--- src/rtl/mdu_sequencer.sv ---
// Iterative unsigned multiply / restoring divide for the R-type mul/div instructions.
// Latency: result_valid in cycle WIDTH+1 after accept (cycle 1 for divide-by-zero).
// Backpressure: stall holds decode from the accept cycle through the last iteration.
module mdu_sequencer #(
    parameter int WIDTH = 16,
    parameter int CNT_W = 5
) (
    input  logic             clk,
    input  logic             rst_n,
    input  logic             issue_valid,
    input  logic [3:0]       opcode,
    input  logic [3:0]       functcode,
    input  logic [WIDTH-1:0] op_a,
    input  logic [WIDTH-1:0] op_b,
    input  logic             flush,
    output logic             stall,
    output logic             busy,
    output logic             result_valid,
    output logic [WIDTH-1:0] result_lo,
    output logic [WIDTH-1:0] result_hi,
    output logic             div_by_zero,
    output logic             halted
);

    typedef enum logic [1:0] {
        S_IDLE,
        S_MUL,
        S_DIV,
        S_DONE
    } state_t;

    localparam logic [3:0]       OP_RTYPE = 4'h0;
    localparam logic [3:0]       OP_HALT  = 4'hF;
    localparam logic [3:0]       FN_MUL   = 4'b0100;
    localparam logic [3:0]       FN_DIV   = 4'b1000;
    localparam logic [CNT_W-1:0] CNT_LAST = CNT_W'(WIDTH - 1);

    state_t             state;
    logic [CNT_W-1:0]   counter;
    // acc_hi: partial product high half (mul) or partial remainder (div)
    // acc_lo: multiplier shifting out / product low half (mul), dividend shifting into quotient (div)
    logic [WIDTH-1:0]   acc_hi;
    logic [WIDTH-1:0]   acc_lo;
    logic [WIDTH-1:0]   opnd;

    logic               mul_req;
    logic               div_req;
    logic               accept;
    logic               last_iter;

    logic [WIDTH:0]     mul_sum;
    logic [WIDTH-1:0]   mul_hi_nxt;
    logic [WIDTH-1:0]   mul_lo_nxt;
    logic [WIDTH:0]     div_r;
    logic               div_ge;
    logic [WIDTH-1:0]   div_diff;
    logic [WIDTH-1:0]   div_hi_nxt;
    logic [WIDTH-1:0]   div_lo_nxt;

    assign mul_req   = (opcode == OP_RTYPE) && (functcode == FN_MUL);
    assign div_req   = (opcode == OP_RTYPE) && (functcode == FN_DIV);
    assign accept    = (state == S_IDLE) && issue_valid && !flush && !halted && (mul_req || div_req);
    assign last_iter = (counter == CNT_LAST);

    assign busy         = (state == S_MUL) || (state == S_DIV);
    assign result_valid = (state == S_DONE);
    assign stall        = accept || busy;

    always_comb begin
        mul_sum    = {1'b0, acc_hi} + (acc_lo[0] ? {1'b0, opnd} : {(WIDTH+1){1'b0}});
        mul_hi_nxt = mul_sum[WIDTH:1];
        mul_lo_nxt = {mul_sum[0], acc_lo[WIDTH-1:1]};

        // Remainder stays below the divisor, so the restored difference fits in WIDTH bits.
        div_r      = {acc_hi, acc_lo[WIDTH-1]};
        div_ge     = (div_r >= {1'b0, opnd});
        div_diff   = div_r[WIDTH-1:0] - opnd;
        div_hi_nxt = div_ge ? div_diff : div_r[WIDTH-1:0];
        div_lo_nxt = {acc_lo[WIDTH-2:0], div_ge};
    end

    always_ff @(posedge clk or negedge rst_n) begin
        if (!rst_n) begin
            state       <= S_IDLE;
            counter     <= '0;
            acc_hi      <= '0;
            acc_lo      <= '0;
            opnd        <= '0;
            result_lo   <= '0;
            result_hi   <= '0;
            div_by_zero <= 1'b0;
            halted      <= 1'b0;
        end else begin
            case (state)
                S_IDLE: begin
                    div_by_zero <= 1'b0;
                    if (issue_valid && (opcode == OP_HALT)) begin
                        halted <= 1'b1;
                    end
                    if (accept) begin
                        counter <= '0;
                        acc_hi  <= '0;
                        if (mul_req) begin
                            state  <= S_MUL;
                            opnd   <= op_a;
                            acc_lo <= op_b;
                        end else if (op_b == '0) begin
                            state       <= S_DONE;
                            result_lo   <= '1;
                            result_hi   <= op_a;
                            div_by_zero <= 1'b1;
                        end else begin
                            state  <= S_DIV;
                            opnd   <= op_b;
                            acc_lo <= op_a;
                        end
                    end
                end
                S_MUL: begin
                    if (flush) begin
                        state <= S_IDLE;
                    end else begin
                        acc_hi  <= mul_hi_nxt;
                        acc_lo  <= mul_lo_nxt;
                        counter <= counter + 1'b1;
                        if (last_iter) begin
                            state     <= S_DONE;
                            result_hi <= mul_hi_nxt;
                            result_lo <= mul_lo_nxt;
                        end
                    end
                end
                S_DIV: begin
                    if (flush) begin
                        state <= S_IDLE;
                    end else begin
                        acc_hi  <= div_hi_nxt;
                        acc_lo  <= div_lo_nxt;
                        counter <= counter + 1'b1;
                        if (last_iter) begin
                            state     <= S_DONE;
                            result_hi <= div_hi_nxt;
                            result_lo <= div_lo_nxt;
                        end
                    end
                end
                S_DONE: begin
                    state       <= S_IDLE;
                    div_by_zero <= 1'b0;
                end
                default: state <= S_IDLE;
            endcase
        end
    end

endmodule

--- config.mk ---
export PLATFORM = sky130hd
export DESIGN_NAME = mdu_sequencer
export DESIGN_NICKNAME = d
export VERILOG_FILES = /design/src/rtl/mdu_sequencer.sv
export SDC_FILE = /design/constraint.sdc
export NUM_CORES = 1
export LEC_CHECK = 0
export ABC_AREA = 1
export ABC_CLOCK_PERIOD_IN_PS = 3000
export BUFFER_PORTS_ARGS = -buffer_cell sky130_fd_sc_hd__buf_2
export CAP_MARGIN = 15
export CORE_MARGIN = 1.5
export CORE_UTILIZATION = 40
export CTS_CLUSTER_SIZE = 24
export DETAILED_ROUTE_END_ITERATION = 6
export MAX_ROUTING_LAYER = met4
export PLACE_DENSITY_LB_ADDON = 0.2
export SKIP_LAST_GASP = 1
export SLEW_MARGIN = 25
export SYNTH_ARGS = -nofsm -noshare
export SYNTH_HDL_FRONTEND = slang
export SYNTH_SLANG_ARGS = --single-unit
--- constraint.sdc ---
create_clock -name clk -period 3 [get_ports clk]
set_clock_uncertainty 0.1 [all_clocks]
set_input_delay 0.6 -clock clk [delete_from_list [all_inputs] [get_ports clk]]
set_output_delay 0.6 -clock clk [all_outputs]
set_load 0.01 [all_outputs]
==> results.cfg <==
[sta]
worst_case_headroom_to_the_max_slew_limit_pct = 55.7
slew_worst_pin_ns = 0.664
finalSetupViolations = 0
fin_crit_ns = 2.64
achievable-frequency_mhz = 378
worst_hold_check_slack_ns = 0.187
grt_setup_unrepaired = false
timing.final.ws_setup_ns = 0.356
finalMaxSlewViolations = 0
report.final.hold_viol_count = 0
min_period_over_period_pct = 88.1
tns_ns = 0

[die]
number_of_placement_rows = 47
floorplan.io_pins = 81
die-area_mm2 = 0.0179
die_width_um = 134
core-area_mm2 = 0.0166
die_h_um = 134
floorplan.initialDensity_pct = 41.2

[worst_hold_path]
hold_class = primary input to asynchronous set/reset pin

[cells_and_area]
antenna_cells = 0
nNetsFinal = 1152
stdcell_count = 1293
post_route_cells_drive_above_1_share_pct = 12.8
area_occupied_by_registers_mm2 = 0.00223
fill_count = 1729
multi_input_area_mm2 = 0.00393
final_util_pct = 46.8
layout-area-overhead-vs-synth_pct = 13.5

[routing]
dr_total_vias = 6772
drc = 0
drt.antenna.violating_nets = 0
detail_route.iter0.violations = 381
wl_um = 20400
drt-vias-per-instance = 5.24
drt-wirelength-per-cell_um = 15.8
drt_first_pass_iters = 5

[clock_tree]
cts_resized = 0
clkSinkCount = 89
htreeDepth = 3
clock_tree_from_tritoncts = built
cts_root_buffer = sky130_fd_sc_hd__clkbuf_16
cts.path.max_buffers = 2
cts_made_buffers = 9
cts_hold_buffers = 0
cts_post_setup_buffers_inserted = 0
insertion_delay_ns = 0.34
worst_setup_hold_path_clk_slew_ns = 0.07

[setup_path]
startpoint_type = flop
worstPathMaxFanout = 32
worst_ep_required_time_ns = 3.17
worstPathCellList = inv_1 > ha_1 > nand2_1 > nor3_2 > nand3_2 > a21oi_4 > nand3_2 > inv_2 > nand2_1 > nand2_1
worst_path_largest_cell_delay_ns = 0.49
setup.worst_path.class = flop to flop
crit_buf_inv = 2
setup.worst_path.end_class = flop
path_common_cell = sky130_fd_sc_hd__nand2_1
cpLargestDelayFamily = simple AND/OR/NAND/NOR gates
cp.arrival_ns = 2.82
highest_delay_cell_along_the_critical_path = sky130_fd_sc_hd__inv_2

[synth]
syn_inst = 1005
synth-seq-area-share_pct = 32.5
post_synth_num_cell_types = 46
mappedNetlistNets = 1089
edff_count_synth = 0
post_synthesis_instance_area_mm2 = 0.00686
ys_async_sr_fraction_pct = 100
ys_ff_latch = 89
ys.warnings.count = 0
synthesis.area_per_instance_um2 = 6.83
postSynth.topFlopCell = sky130_fd_sc_hd__dfrtp_1

[place]
port_buffers = 80
placement.setup.worst_slack_ns = 0.369
post_dp_hpwl_um = 15600
routability_cong = 0.923
post-place-cells = 1277

[grt]
pin_count_of_the_biggest_net_entering_global_routing = 64
grt_first_pass_wirelength_um = 32800
initial_antenna_violation_count = 0
grt_use_total_pct = 23.7
number_of_global_route_vias_before_repair = 6379
grt_overflow_total = 0

[job]
drv.max_cap_violation_count = 0

[power_and_ir_drop]
static-leakage-power_nw = 4.18
power_density_mw_per_mm2 = 1000
ir_worst_vdd_mv = 0.715

[outcome]
outcome = completed
-- logic make-up (layout without fill, tap and decap cells) --
kind of cell,after synthesis,in the layout,share of synthesized area [%]
AND/OR/NAND/NOR,500,500,31.9
AO/OA/AOI/OAI,202,202,17.0
buffers and inverters,168,236,10.3
flip-flops,89,89,32.5
adder cells (fa/ha/maj),40,40,7.51
XOR/XNOR,6,6,0.766
-- registers in the layout, indices dropped and copies added (netlist names) --
signal / cells
halted: 1
acc_hi: 16
opnd: 16
counter: 5
div_by_zero: 1
result_lo: 16
result_hi: 16
state: 2
acc_lo: 16
-- report_power, final --
part	switching [mW]	internal, mW
Combinational	2.89	1.53
Sequential	0.366	1.69
Clock	0.488	0.842
-- through the flow --
step                      instance area, µm²  total power [mW]
final                                   7790              7.81
after global routing                    7790              8.47
after CTS                               7790              7.84
after detailed placement                7440              6.47
after global placement                  7440              6.46
after floorplan                         6860              5.21
-- synth_stat cells, types with 10 or more instances --
master | count | share of area, %
sky130_fd_sc_hd__o211ai_1 | 16 | 1.8
sky130_fd_sc_hd__inv_1 | 120 | 6.6
sky130_fd_sc_hd__nor2_1 | 54 | 3.0
sky130_fd_sc_hd__clkbuf_1 | 15 | 0.82
sky130_fd_sc_hd__o21ai_0 | 60 | 4.4
sky130_fd_sc_hd__ha_1 | 38 | 6.9
sky130_fd_sc_hd__nand4_1 | 10 | 0.91
sky130_fd_sc_hd__nand3b_1 | 15 | 1.6
sky130_fd_sc_hd__a221o_1 | 14 | 2.0
sky130_fd_sc_hd__o21ai_1 | 23 | 1.7
sky130_fd_sc_hd__a21oi_1 | 75 | 5.5
sky130_fd_sc_hd__dfrtp_1 | 89 | 32
sky130_fd_sc_hd__nand2_1 | 313 | 17
sky130_fd_sc_hd__buf_2 | 16 | 1.2
sky130_fd_sc_hd__nand3_1 | 77 | 5.6
-- final cells by class --
class,instances,area share [%]
Clock buffer,10,3.07
Sequential cell,89,28.6
Tap cell,220,3.53
Multi-Input combinational cell,748,50.4
Inverter,125,6.02
Timing Repair Buffer,95,6.94
Clock inverter,6,1.45
-- routing by layer --
layer	wire [µm]	track usage (%)
met4	534	7.07
met1	9960	33.4
met3	885	2.53
met5	0	-
met2	9000	36.1
-- cell usage in the layout, fill, tap and decap left out, types with 2 or more instances in the layout --
cell and count:
sky130_fd_sc_hd__inv_6 2, sky130_fd_sc_hd__nand2_1 313, sky130_fd_sc_hd__buf_2 79, sky130_fd_sc_hd__nand4_1 10
sky130_fd_sc_hd__ha_1 38, sky130_fd_sc_hd__nor4_2 2, sky130_fd_sc_hd__a21o_1 4, sky130_fd_sc_hd__clkbuf_16 9
sky130_fd_sc_hd__nor2_1 54, sky130_fd_sc_hd__xnor2_1 5, sky130_fd_sc_hd__inv_1 120, sky130_fd_sc_hd__inv_2 4
sky130_fd_sc_hd__buf_12 2, sky130_fd_sc_hd__a21oi_1 75, sky130_fd_sc_hd__nand3_1 77, sky130_fd_sc_hd__and2_1 2
sky130_fd_sc_hd__nand2_4 2, sky130_fd_sc_hd__o21bai_1 2, sky130_fd_sc_hd__fa_1 2, sky130_fd_sc_hd__o211ai_1 16
sky130_fd_sc_hd__or2_1 3, sky130_fd_sc_hd__or2_2 6, sky130_fd_sc_hd__a221o_1 14, sky130_fd_sc_hd__buf_4 14
sky130_fd_sc_hd__nor3_1 5, sky130_fd_sc_hd__nand3_2 3, sky130_fd_sc_hd__dfrtp_1 89, sky130_fd_sc_hd__o21ai_0 60
sky130_fd_sc_hd__nand3b_1 15, sky130_fd_sc_hd__nor2_4 2, sky130_fd_sc_hd__nor2_2 2, sky130_fd_sc_hd__a21oi_2 2
sky130_fd_sc_hd__bufinv_16 3, sky130_fd_sc_hd__o21ai_1 23
-- final timing paths --
| path | cells past startpoint | slack, ns | end | startpoint |
|---|---|---|---|---|
| setup / recovery | 10 | 0.36 | result_lo[0] | state[1] |
| hold / removal | 1 | 0.19 | counter[3] | rst_n |
| setup reg to reg | 10 | 0.36 | result_lo[0] | state[1] |
| hold reg to reg | 2 | 0.37 | result_lo[14] | result_lo[14] |
| max in group asynchronous | 2 | 1.94 | result_hi[5] | rst_n |
| min in group clk | 2 | 0.37 | result_lo[14] | result_lo[14] |
No activity file was read; power rests on OpenSTA's default activity.
